### src/rtl/ifft_if.sv
`default_nettype none
// +----------------------------------------------------------------------------+
// | ifft_if : sample-in / sample-out bus of the ifft core                      |
// | Revision: 1.0                                                              |
// +----------------------------------------------------------------------------+
interface ifft_if #(
  parameter int TOTAL_STAGE = 4,
  parameter int REAL_WIDTH  = 16,
  parameter int IMGN_WIDTH  = 16
);
  logic        [TOTAL_STAGE-1:0] iaddr;
  logic signed [REAL_WIDTH-1:0]  iReal;
  logic signed [IMGN_WIDTH-1:0]  iImag;
  logic                          ien;
  logic signed [REAL_WIDTH-1:0]  oReal;
  logic signed [IMGN_WIDTH-1:0]  oImag;
  logic        [TOTAL_STAGE-1:0] oaddr;
  logic                          oen;

  modport master (
    output iaddr, iReal, iImag, ien,
    input  oReal, oImag, oaddr, oen
  );

  modport slave (
    input  iaddr, iReal, iImag, ien,
    output oReal, oImag, oaddr, oen
  );
endinterface
`default_nettype wire

### src/rtl/ifft.sv
`default_nettype none
// +----------------------------------------------------------------------------+
// | ifft : radix-2 DIT in-place inverse FFT, one time-shared butterfly, 1/N    |
// | Revision: 1.0                                                              |
// +----------------------------------------------------------------------------+
module ifft #(
  parameter int TOTAL_STAGE = 4,
  parameter int REAL_WIDTH  = 16,
  parameter int IMGN_WIDTH  = 16
) (
  input wire     iclk,
  input wire     rst_n,
  ifft_if.slave  bus
);
  localparam int  N      = 1 << TOTAL_STAGE;
  localparam int  HALF   = N / 2;
  localparam int  STW    = $clog2(TOTAL_STAGE);
  localparam int  MW     = (REAL_WIDTH > IMGN_WIDTH) ? REAL_WIDTH : IMGN_WIDTH;
  localparam int  PW     = MW + 18;
  localparam int  FRAC   = 14;
  localparam real TWO_PI = 6.283185307179586;

  typedef enum logic [1:0] {
    LOAD = 2'd0,
    CALC = 2'd1,
    OUT  = 2'd2
  } state_t;

  state_t                      state;
  logic [STW-1:0]              stage;
  logic [TOTAL_STAGE-1:0]      bfly;

  logic signed [REAL_WIDTH-1:0] mem_re [N];
  logic signed [IMGN_WIDTH-1:0] mem_im [N];
  logic signed [15:0]           tw_re  [HALF];
  logic signed [15:0]           tw_im  [HALF];

  logic [TOTAL_STAGE-1:0] h, j, top, bot, wr_addr, out_idx;
  logic [TOTAL_STAGE-2:0] tw_idx;

  logic signed [REAL_WIDTH-1:0] a_re, b_re, new_top_re, new_bot_re;
  logic signed [IMGN_WIDTH-1:0] a_im, b_im, new_top_im, new_bot_im;
  logic signed [15:0]           w_re, w_im;
  logic signed [PW-1:0]         prod_rr, prod_ii, prod_ri, prod_ir, t_re, t_im;

  function automatic logic [TOTAL_STAGE-1:0] bitrev(input logic [TOTAL_STAGE-1:0] a);
    logic [TOTAL_STAGE-1:0] r;
    for (int i = 0; i < TOTAL_STAGE; i++) r[i] = a[TOTAL_STAGE-1-i];
    return r;
  endfunction

  // Q2.14 rounded to nearest; evaluated only on constant arguments
  function automatic logic signed [15:0] q14(input real x);
    real v;
    v = x * 16384.0;
    if (v >= 0.0) return 16'($rtoi(v + 0.5));
    return 16'(-$rtoi(0.5 - v));
  endfunction

  function automatic logic signed [PW-1:0] clip(input logic signed [PW-1:0] v, input int w);
    logic signed [PW-1:0] hi, lo;
    hi = (PW'(1) <<< (w - 1)) - PW'(1);
    lo = -hi - PW'(1);
    if (v > hi) return hi;
    if (v < lo) return lo;
    return v;
  endfunction

  for (genvar k = 0; k < HALF; k++) begin : g_rom
    assign tw_re[k] = q14($cos(TWO_PI * k / N));
    assign tw_im[k] = q14($sin(TWO_PI * k / N));
  end

  // Butterfly addressing: h = 2^stage, top = (b/h)*2h + b%h, twiddle k = j*N/(2h)
  always_comb begin
    h       = TOTAL_STAGE'(1) << stage;
    j       = bfly & (h - 1'b1);
    top     = (((bfly >> stage) << stage) << 1) | j;
    bot     = top | h;
    tw_idx  = (TOTAL_STAGE-1)'(j << (STW'(TOTAL_STAGE - 1) - stage));
    wr_addr = bitrev(bus.iaddr);
    out_idx = bus.oen ? bus.oaddr + 1'b1 : '0;
  end

  always_comb begin
    a_re    = mem_re[top];
    a_im    = mem_im[top];
    b_re    = mem_re[bot];
    b_im    = mem_im[bot];
    w_re    = tw_re[tw_idx];
    w_im    = tw_im[tw_idx];
    prod_rr = PW'(b_re) * PW'(w_re);
    prod_ii = PW'(b_im) * PW'(w_im);
    prod_ri = PW'(b_re) * PW'(w_im);
    prod_ir = PW'(b_im) * PW'(w_re);
    t_re    = (prod_rr - prod_ii) >>> FRAC;
    t_im    = (prod_ri + prod_ir) >>> FRAC;
    // Halving every stage gives the overall 1/N scale
    new_top_re = REAL_WIDTH'(clip((PW'(a_re) + t_re) >>> 1, REAL_WIDTH));
    new_bot_re = REAL_WIDTH'(clip((PW'(a_re) - t_re) >>> 1, REAL_WIDTH));
    new_top_im = IMGN_WIDTH'(clip((PW'(a_im) + t_im) >>> 1, IMGN_WIDTH));
    new_bot_im = IMGN_WIDTH'(clip((PW'(a_im) - t_im) >>> 1, IMGN_WIDTH));
  end

  // Sample memory carries no reset; its contents are irrelevant until loaded
  always_ff @(posedge iclk) begin
    if (state == LOAD && bus.ien) begin
      mem_re[wr_addr] <= bus.iReal;
      mem_im[wr_addr] <= bus.iImag;
    end else if (state == CALC) begin
      mem_re[top] <= new_top_re;
      mem_im[top] <= new_top_im;
      mem_re[bot] <= new_bot_re;
      mem_im[bot] <= new_bot_im;
    end
  end

  always_ff @(posedge iclk or negedge rst_n) begin
    if (!rst_n) begin
      state     <= LOAD;
      stage     <= '0;
      bfly      <= '0;
      bus.oReal <= '0;
      bus.oImag <= '0;
      bus.oaddr <= '0;
      bus.oen   <= 1'b0;
    end else begin
      case (state)
        LOAD: begin
          if (bus.ien && (&bus.iaddr)) begin
            state <= CALC;
            stage <= '0;
            bfly  <= '0;
          end
        end
        CALC: begin
          if (bfly == TOTAL_STAGE'(HALF - 1)) begin
            bfly <= '0;
            if (stage == STW'(TOTAL_STAGE - 1)) state <= OUT;
            else                                stage <= stage + 1'b1;
          end else begin
            bfly <= bfly + 1'b1;
          end
        end
        OUT: begin
          if (bus.oen && (&bus.oaddr)) begin
            bus.oen <= 1'b0;
            state   <= LOAD;
          end else begin
            bus.oReal <= mem_re[out_idx];
            bus.oImag <= mem_im[out_idx];
            bus.oaddr <= out_idx;
            bus.oen   <= 1'b1;
          end
        end
        default: state <= LOAD;
      endcase
    end
  end
endmodule
`default_nettype wire

### src/flat_wrapper.sv
// flat-port wrapper written by rule: the top's interface ports become plain ports
module ifft_flat 
#(
  parameter int TOTAL_STAGE = 4,
  parameter int REAL_WIDTH  = 16,
  parameter int IMGN_WIDTH  = 16
)
  (iclk, rst_n, bus_iaddr, bus_iReal, bus_iImag, bus_ien, bus_oReal, bus_oImag, bus_oaddr, bus_oen);
  ifft_if #(.TOTAL_STAGE(TOTAL_STAGE), .REAL_WIDTH(REAL_WIDTH), .IMGN_WIDTH(IMGN_WIDTH)) bus_i ();
  input wire iclk;
  input wire rst_n;
  input wire logic [$bits(bus_i.iaddr)-1:0] bus_iaddr;
  input wire logic [$bits(bus_i.iReal)-1:0] bus_iReal;
  input wire logic [$bits(bus_i.iImag)-1:0] bus_iImag;
  input wire logic [$bits(bus_i.ien)-1:0] bus_ien;
  output wire logic [$bits(bus_i.oReal)-1:0] bus_oReal;
  output wire logic [$bits(bus_i.oImag)-1:0] bus_oImag;
  output wire logic [$bits(bus_i.oaddr)-1:0] bus_oaddr;
  output wire logic [$bits(bus_i.oen)-1:0] bus_oen;
  assign bus_i.iaddr = bus_iaddr;
  assign bus_i.iReal = bus_iReal;
  assign bus_i.iImag = bus_iImag;
  assign bus_i.ien = bus_ien;
  assign bus_oReal = bus_i.oReal;
  assign bus_oImag = bus_i.oImag;
  assign bus_oaddr = bus_i.oaddr;
  assign bus_oen = bus_i.oen;
  ifft #(.TOTAL_STAGE(TOTAL_STAGE), .REAL_WIDTH(REAL_WIDTH), .IMGN_WIDTH(IMGN_WIDTH)) u_core (.iclk(iclk), .rst_n(rst_n), .bus(bus_i));
endmodule
### config.mk
export PLATFORM = sky130hd
export DESIGN_NAME = ifft_flat
export DESIGN_NICKNAME = d
export VERILOG_FILES = /design/src/rtl/ifft_if.sv /design/src/rtl/ifft.sv /design/src/flat_wrapper.sv
export SDC_FILE = /design/constraint.sdc
export NUM_CORES = 2
export LEC_CHECK = 0
export BUFFER_PORTS_ARGS = -buffer_cell sky130_fd_sc_hd__buf_2
export CORE_MARGIN = 3
export CORE_UTILIZATION = 50
export CTS_CLUSTER_SIZE = 30
export DETAILED_ROUTE_END_ITERATION = 8
export GPL_ROUTABILITY_DRIVEN = 0
export PLACE_DENSITY = 0.65
export SLEW_MARGIN = 20
export SYNTH_ARGS = -nofsm -noshare
export SYNTH_HDL_FRONTEND = slang
export SYNTH_SLANG_ARGS = --single-unit
### constraint.sdc
create_clock -name iclk -period 21.4 [get_ports iclk]
set_input_delay 3.21 -clock iclk [delete_from_list [all_inputs] [get_ports iclk]]
set_output_delay 3.21 -clock iclk [all_outputs]
set_load 0.01 [all_outputs]
# --- Word level (Yosys, flattened, before mapping) ---
# Memory sizes are Yosys's and may differ from the RTL's. A register that Yosys moved wholly into a read port is not among the register bits.
# Index checks and enable logic that the tools add are counted.
op_classes:
  reduce_logical: 15
  n_mux: 57
  n_shift: 4
  n_bitwise: 5
  n_eq_ne: 9
  n_mul: 4
  addsub: 11
  order_cmp: 9
ops:
  columns: ["operator", "n"]
  rows:
  - ["$mux 16", 22]
  - ["$mul 16x16->32", 4]
  - ["$gt 20x16->1 const B", 4]
  - ["$lt 20x16->1 const B", 4]
  - ["$add 16x19->20", 2]
  - ["$sub 16x19->20", 2]
  - ["$add 32x32->33", 1]
  - ["$sub 32x32->33", 1]
  - ["$reduce_or 16->1", 2]
  - ["$mux 1", 20]
  - ["$mux 4", 5]
  - ["$reduce_and 4->1", 4]
  - ["$mux 2", 7]
  - ["$add 4x1->4 const B", 2]
  - ["$ne 2x2->1 const B", 4]
  - ["$or 4x4->4", 2]
  - ["$pmux 4 s2", 1]
  - ["$shl 4x2->3", 2]
  - ["$pmux 2 s3", 1]
  - ["$and 4x4->4", 1]
  - ["$eq 2x2->1 const B", 2]
  - ["$eq 4x3->1 const B", 1]
  - ["$ge 4x4->1 const B", 1]
  - ["$not 3->4", 1]
  - ["other kinds (14)", 18]
word_totals:
  reg_bits: 13
  ram_bits: 512
  n_memories: 4
  romBits: 256
memory_table:
  columns: ["name", "depth", "width", "read_ports", "rd_clocked_by_memory_dff", "wr", "line_no", "rtl"]
  rows:
  - ["u_core.mem_im", 16, 16, 3, 1, 2, "ifft.sv:34", "logic signed [IMGN_WIDTH-1:0] mem_im [N];"]
  - ["u_core.mem_re", 16, 16, 3, 1, 2, "ifft.sv:33", "logic signed [REAL_WIDTH-1:0] mem_re [N];"]
  - ["(no name shown)", 8, 16, 1, 0, 0, "ifft.sv:90", "w_re = tw_re[tw_idx];"]
  - ["(no name shown)", 8, 16, 1, 0, 0, "ifft.sv:91", "w_im = tw_im[tw_idx];"]

# --- Longest topological paths before layout ---
depth:
  depth_word: 17
  mapped_depth: 63
  mapped_depth_nobuf: 52

# --- Least setup slack after synthesis ---
# OpenSTA, ideal clock, no wires.
synth_timing:
  kind: "flip-flop to flip-flop"
  startpoint: "register u_core.stage[0]"
  endpoint: "memory u_core.mem_im[5][14] (data pin)"
  arrival_time_ps: 13732
  stages_incl_launch_ff: 60
  path_slack_ps: 7401
  setup_ps: 267
  required_ps: 21133
  n_path_buf: 11
  cell_sequence: "dfrtp_1 > buf_2 > clkbuf_1 > inv_1 > ha_1 > buf_2 > or2_2 > buf_4 > buf_4 > buf_1 > buf_1 > clkbuf_1 > mux4_2 > mux2i_1 > a21oi_1 > nand2_1 > fa_1 > inv_1 > (+24 left out) > a21oi_1 > xnor2_1 > ha_1 > clkbuf_1 > a21o_1 > a21oi_1 > nand2b_1 > nand2_1 > o31a_1 > nor2_1 > mux2i_1 > or4b_1 > nor3b_4 > buf_6 > a221o_2 > buf_2 > nor2_1 > a21oi_1"
synth_lines:
  columns: ["item", "line_no", "rtl"]
  rows:
  - ["from (decl)", "ifft.sv:30", "logic [STW-1:0] stage;"]
  - ["from (signal assigned)", "ifft.sv:140", "else stage <= stage + 1'b1;"]
  - ["to (decl)", "ifft.sv:34", null]

==> impl_metrics.tcl <==
set metrics [dict create \
    timing.critical_path.mode_cell "fa_1" \
    data_required_time_at_the_worst_endpoint_ps 21820 \
    rsz0062_at_grt "false" \
    start_util_pct 50.5 \
    slew_viol_final 0 \
    critical_path.endpoint_type "flip-flop" \
    drt-met1-wl_um 91500 \
    synthesis.instances 7234 \
    hold_buffers 0 \
    boundaryPins 76 \
    synth.net_count 8772 \
    slew-limit-headroom_pct 19.3 \
    worst_slew_pin_slew_ps 1210 \
    wp_data_arrival_ps 18010 \
    worstSkewPairLatency_ps 630 \
    number_of_global_route_vias_before_repair 59700 \
    h-tree-depth 2 \
    first_pass_iters 7 \
    timing.fmax_mhz 56.9 \
    mean_cell_area_of_the_mapped_netlist_um2 10.5 \
    clk_path_buf_depth 3 \
    synth_register_bits 557 \
    postCtsSetupRepairBufs 0 \
    ant_nets 0 \
    layout.area.seq_um2 16500 \
    mappedNetlistArea_um2 76000 \
    top_layer_used "met5" \
    num-fill-cells 13100 \
    port_buffers 75 \
    yosysWarnings 0 \
    die_width_um 396 \
    async_flop_share_pct 8.08 \
    critical_path.top_delay_family "adder cells" \
    critical_path.slowest_cell "dfrtp_1" \
    tritoncts "done" \
    gr-usage-all-layers_pct 34.2 \
    post-route-min-period_ps 17590 \
    status "finished clean" \
    path_clk_slew_ps 70 \
    cts_resized 0 \
    cts-root-buf "clkbuf_16" \
    route.detailed.vias_per_inst 6.36 \
    routed-wl-met3_um 35300 \
    core_area_um2 150000 \
    setup_total_negative_slack_ps 0 \
    synth.distinct_cells 93 \
    grt_pass1_wl_um 394000 \
    timing.setup.critical_path_class "reg -> reg" \
    drt-wirelength-per-cell_um 29.2 \
    most_frequent_standard_cell_in_the_layout_excluding_fill_and_tap_cells "inv_1" \
    wl_met2_um 119000 \
    nets 8649 \
    layout-drive-gt1-share_pct 12.4 \
    largest_net_degree_at_the_start_of_global_routing 119 \
    die_h_um 396 \
    via_count 58300 \
    ys.flop_type "edfxtp_1" \
    multi_input_comb_area_um2 52900 \
    worstSetupStartpointType "flip-flop" \
    grt_remaining_overflow 0 \
    numCtsBuffers 53 \
    worstPathBufferInverterCount 5 \
    drv.max_cap_violation_count 0 \
    maximum_fanout_along_the_worst_path 30 \
    synth_enable_flop_cells 512 \
    cpPeakStageDelay_ps 950 \
    report.final.setup_viol 0 \
    hold_class "reg -> reg" \
    synth-seq-area-share_pct 21.7 \
    drt-total-wl_um 268000 \
    detail_route.drc_violations 0 \
    syn_to_final_growth_pct 6.29 \
    fin_worst_skew_ps 31.1 \
    hold_violation_count_in_the_final_report 0 \
    layout_worst_path_cycle_share_pct 82.2 \
    final_cell_mix "1437 x inv_1, 1088 x fa_1, 660 x nor2_1" \
    rows 142 \
    dieArea_um2 157000 \
    number_of_antenna_violations_at_the_first_check_in_global_routing 5 \
    cts.sink_count 557 \
    dr.first_iter.drc_count 8506 \
    place_hpwl_um 196000 \
]
[cells by family (layout without fill, tap and decap cells)]
logic type | after synthesis | count (layout) | synth area share, %
other | 0 | 2 | 0
xor gates and xnor gates | 152 | 152 | 1.76
adders and majority gates | 1499 | 1499 | 35.4
DFF | 557 | 557 | 21.7
buffers and inverters | 1867 | 1788 | 9.42
AOI/OAI and AO/OA | 1011 | 1011 | 8.72
muxes | 700 | 700 | 14.9
and+or+nand+nor | 1448 | 1448 | 8.05
[synthesized netlist by cell type, types with 7 or more instances]
cell | instances | area share, %
a211oi_1 | 20 | 0.20
a21o_1 | 57 | 0.56
a21oi_1 | 408 | 2.7
a221oi_2 | 12 | 0.24
a31oi_1 | 11 | 0.090
and2_1 | 18 | 0.15
and3_1 | 26 | 0.21
buf_1 | 62 | 0.31
buf_2 | 51 | 0.34
buf_4 | 19 | 0.19
clkbuf_1 | 293 | 1.4
dfrtp_1 | 45 | 1.5
edfxtp_1 | 512 | 20
fa_1 | 1088 | 29
ha_1 | 411 | 6.8
inv_1 | 1437 | 7.1
mux2_2 | 36 | 0.53
mux2i_1 | 318 | 4.2
mux4_2 | 344 | 10
nand2_1 | 463 | 2.3
nand2b_1 | 24 | 0.20
nand3_1 | 53 | 0.35
nand4_1 | 11 | 0.090
nor2_1 | 681 | 3.4
nor2b_1 | 27 | 0.22
nor3_1 | 50 | 0.33
nor4_1 | 9 | 0.074
o211ai_1 | 7 | 0.069
o21a_1 | 16 | 0.16
o21ai_0 | 144 | 0.95
o21ai_1 | 24 | 0.16
o21bai_1 | 34 | 0.34
o221ai_1 | 64 | 0.74
o22ai_1 | 120 | 0.99
o311ai_4 | 9 | 0.31
o31ai_1 | 7 | 0.069
or2_2 | 37 | 0.30
or3_1 | 27 | 0.22
xnor2_1 | 118 | 1.4
xor2_1 | 33 | 0.38
[registers in the layout, summed over array words and instances, names as in the netlist]
signal and count:
u_core.bus.oReal 16, u_core.bfly 4, u_core.mem_re 256, u_core.bus.oaddr 4, u_core.mem_im 256, u_core.stage 2, u_core.bus.oImag 16, u_core.state 2
u_core.bus.oen 1
[metrics by stage]
| stage | hold WS, ps | util [%] | instance area (µm²) | setup WS, ps | std cells |
|---|---|---|---|---|---|
| final | 499 | 53.7 | 80800 | 3810 | 9173 |
| after CTS | 504 | 53.6 | 80700 | 4210 | 9164 |
| after detailed placement | 487 | 52.5 | 79000 | 4230 | 9065 |
| after floorplan | 504 | - | 76000 | 7400 | 7234 |
| after global routing | 520 | 53.7 | 80800 | 3090 | 9171 |
| after global placement | 485 | 52.5 | 78900 | 4070 | 9061 |
[metal layers]
metal | vias to the layer above | global-route usage [%]
met2 | 4495 | 52.7
met3 | 1122 | 8.68
met4 | 2 | 21.5
met5 | - | 0
li1 | 23700 | -
met1 | 28900 | 43.5
[final cells by class]
type / count / area share, %
sequential: 557 / 20.4
timing repair buffer: 250 / 2.17
antenna: 2 / 0.00619
clock inverter: 31 / 0.336
tap: 2016 / 3.12
inverter: 1439 / 6.68
clock buffer: 68 / 1.79
multi-input combinational: 4810 / 65.5
[worst paths after layout]
path,start,endpoint,slack (ps),depth (start not counted)
worst min-delay path,u_core.bus.oImag[9],u_core.bus.oImag[9],500,1
worst min register to register,u_core.bus.oImag[9],u_core.bus.oImag[9],500,1
worst max-delay path,u_core.stage[1],u_core.mem_im[1][1],3810,40
min in group asynchronous,rst_n,u_core.bus.oReal[9],2710,1
worst max register to register,u_core.stage[1],u_core.mem_im[1][1],3810,40
max in group asynchronous,rst_n,u_core.bus.oaddr[0],18040,1
Power is not shown: default switching activity piles up to over one toggle a cycle in this logic, so the estimate is an artifact.
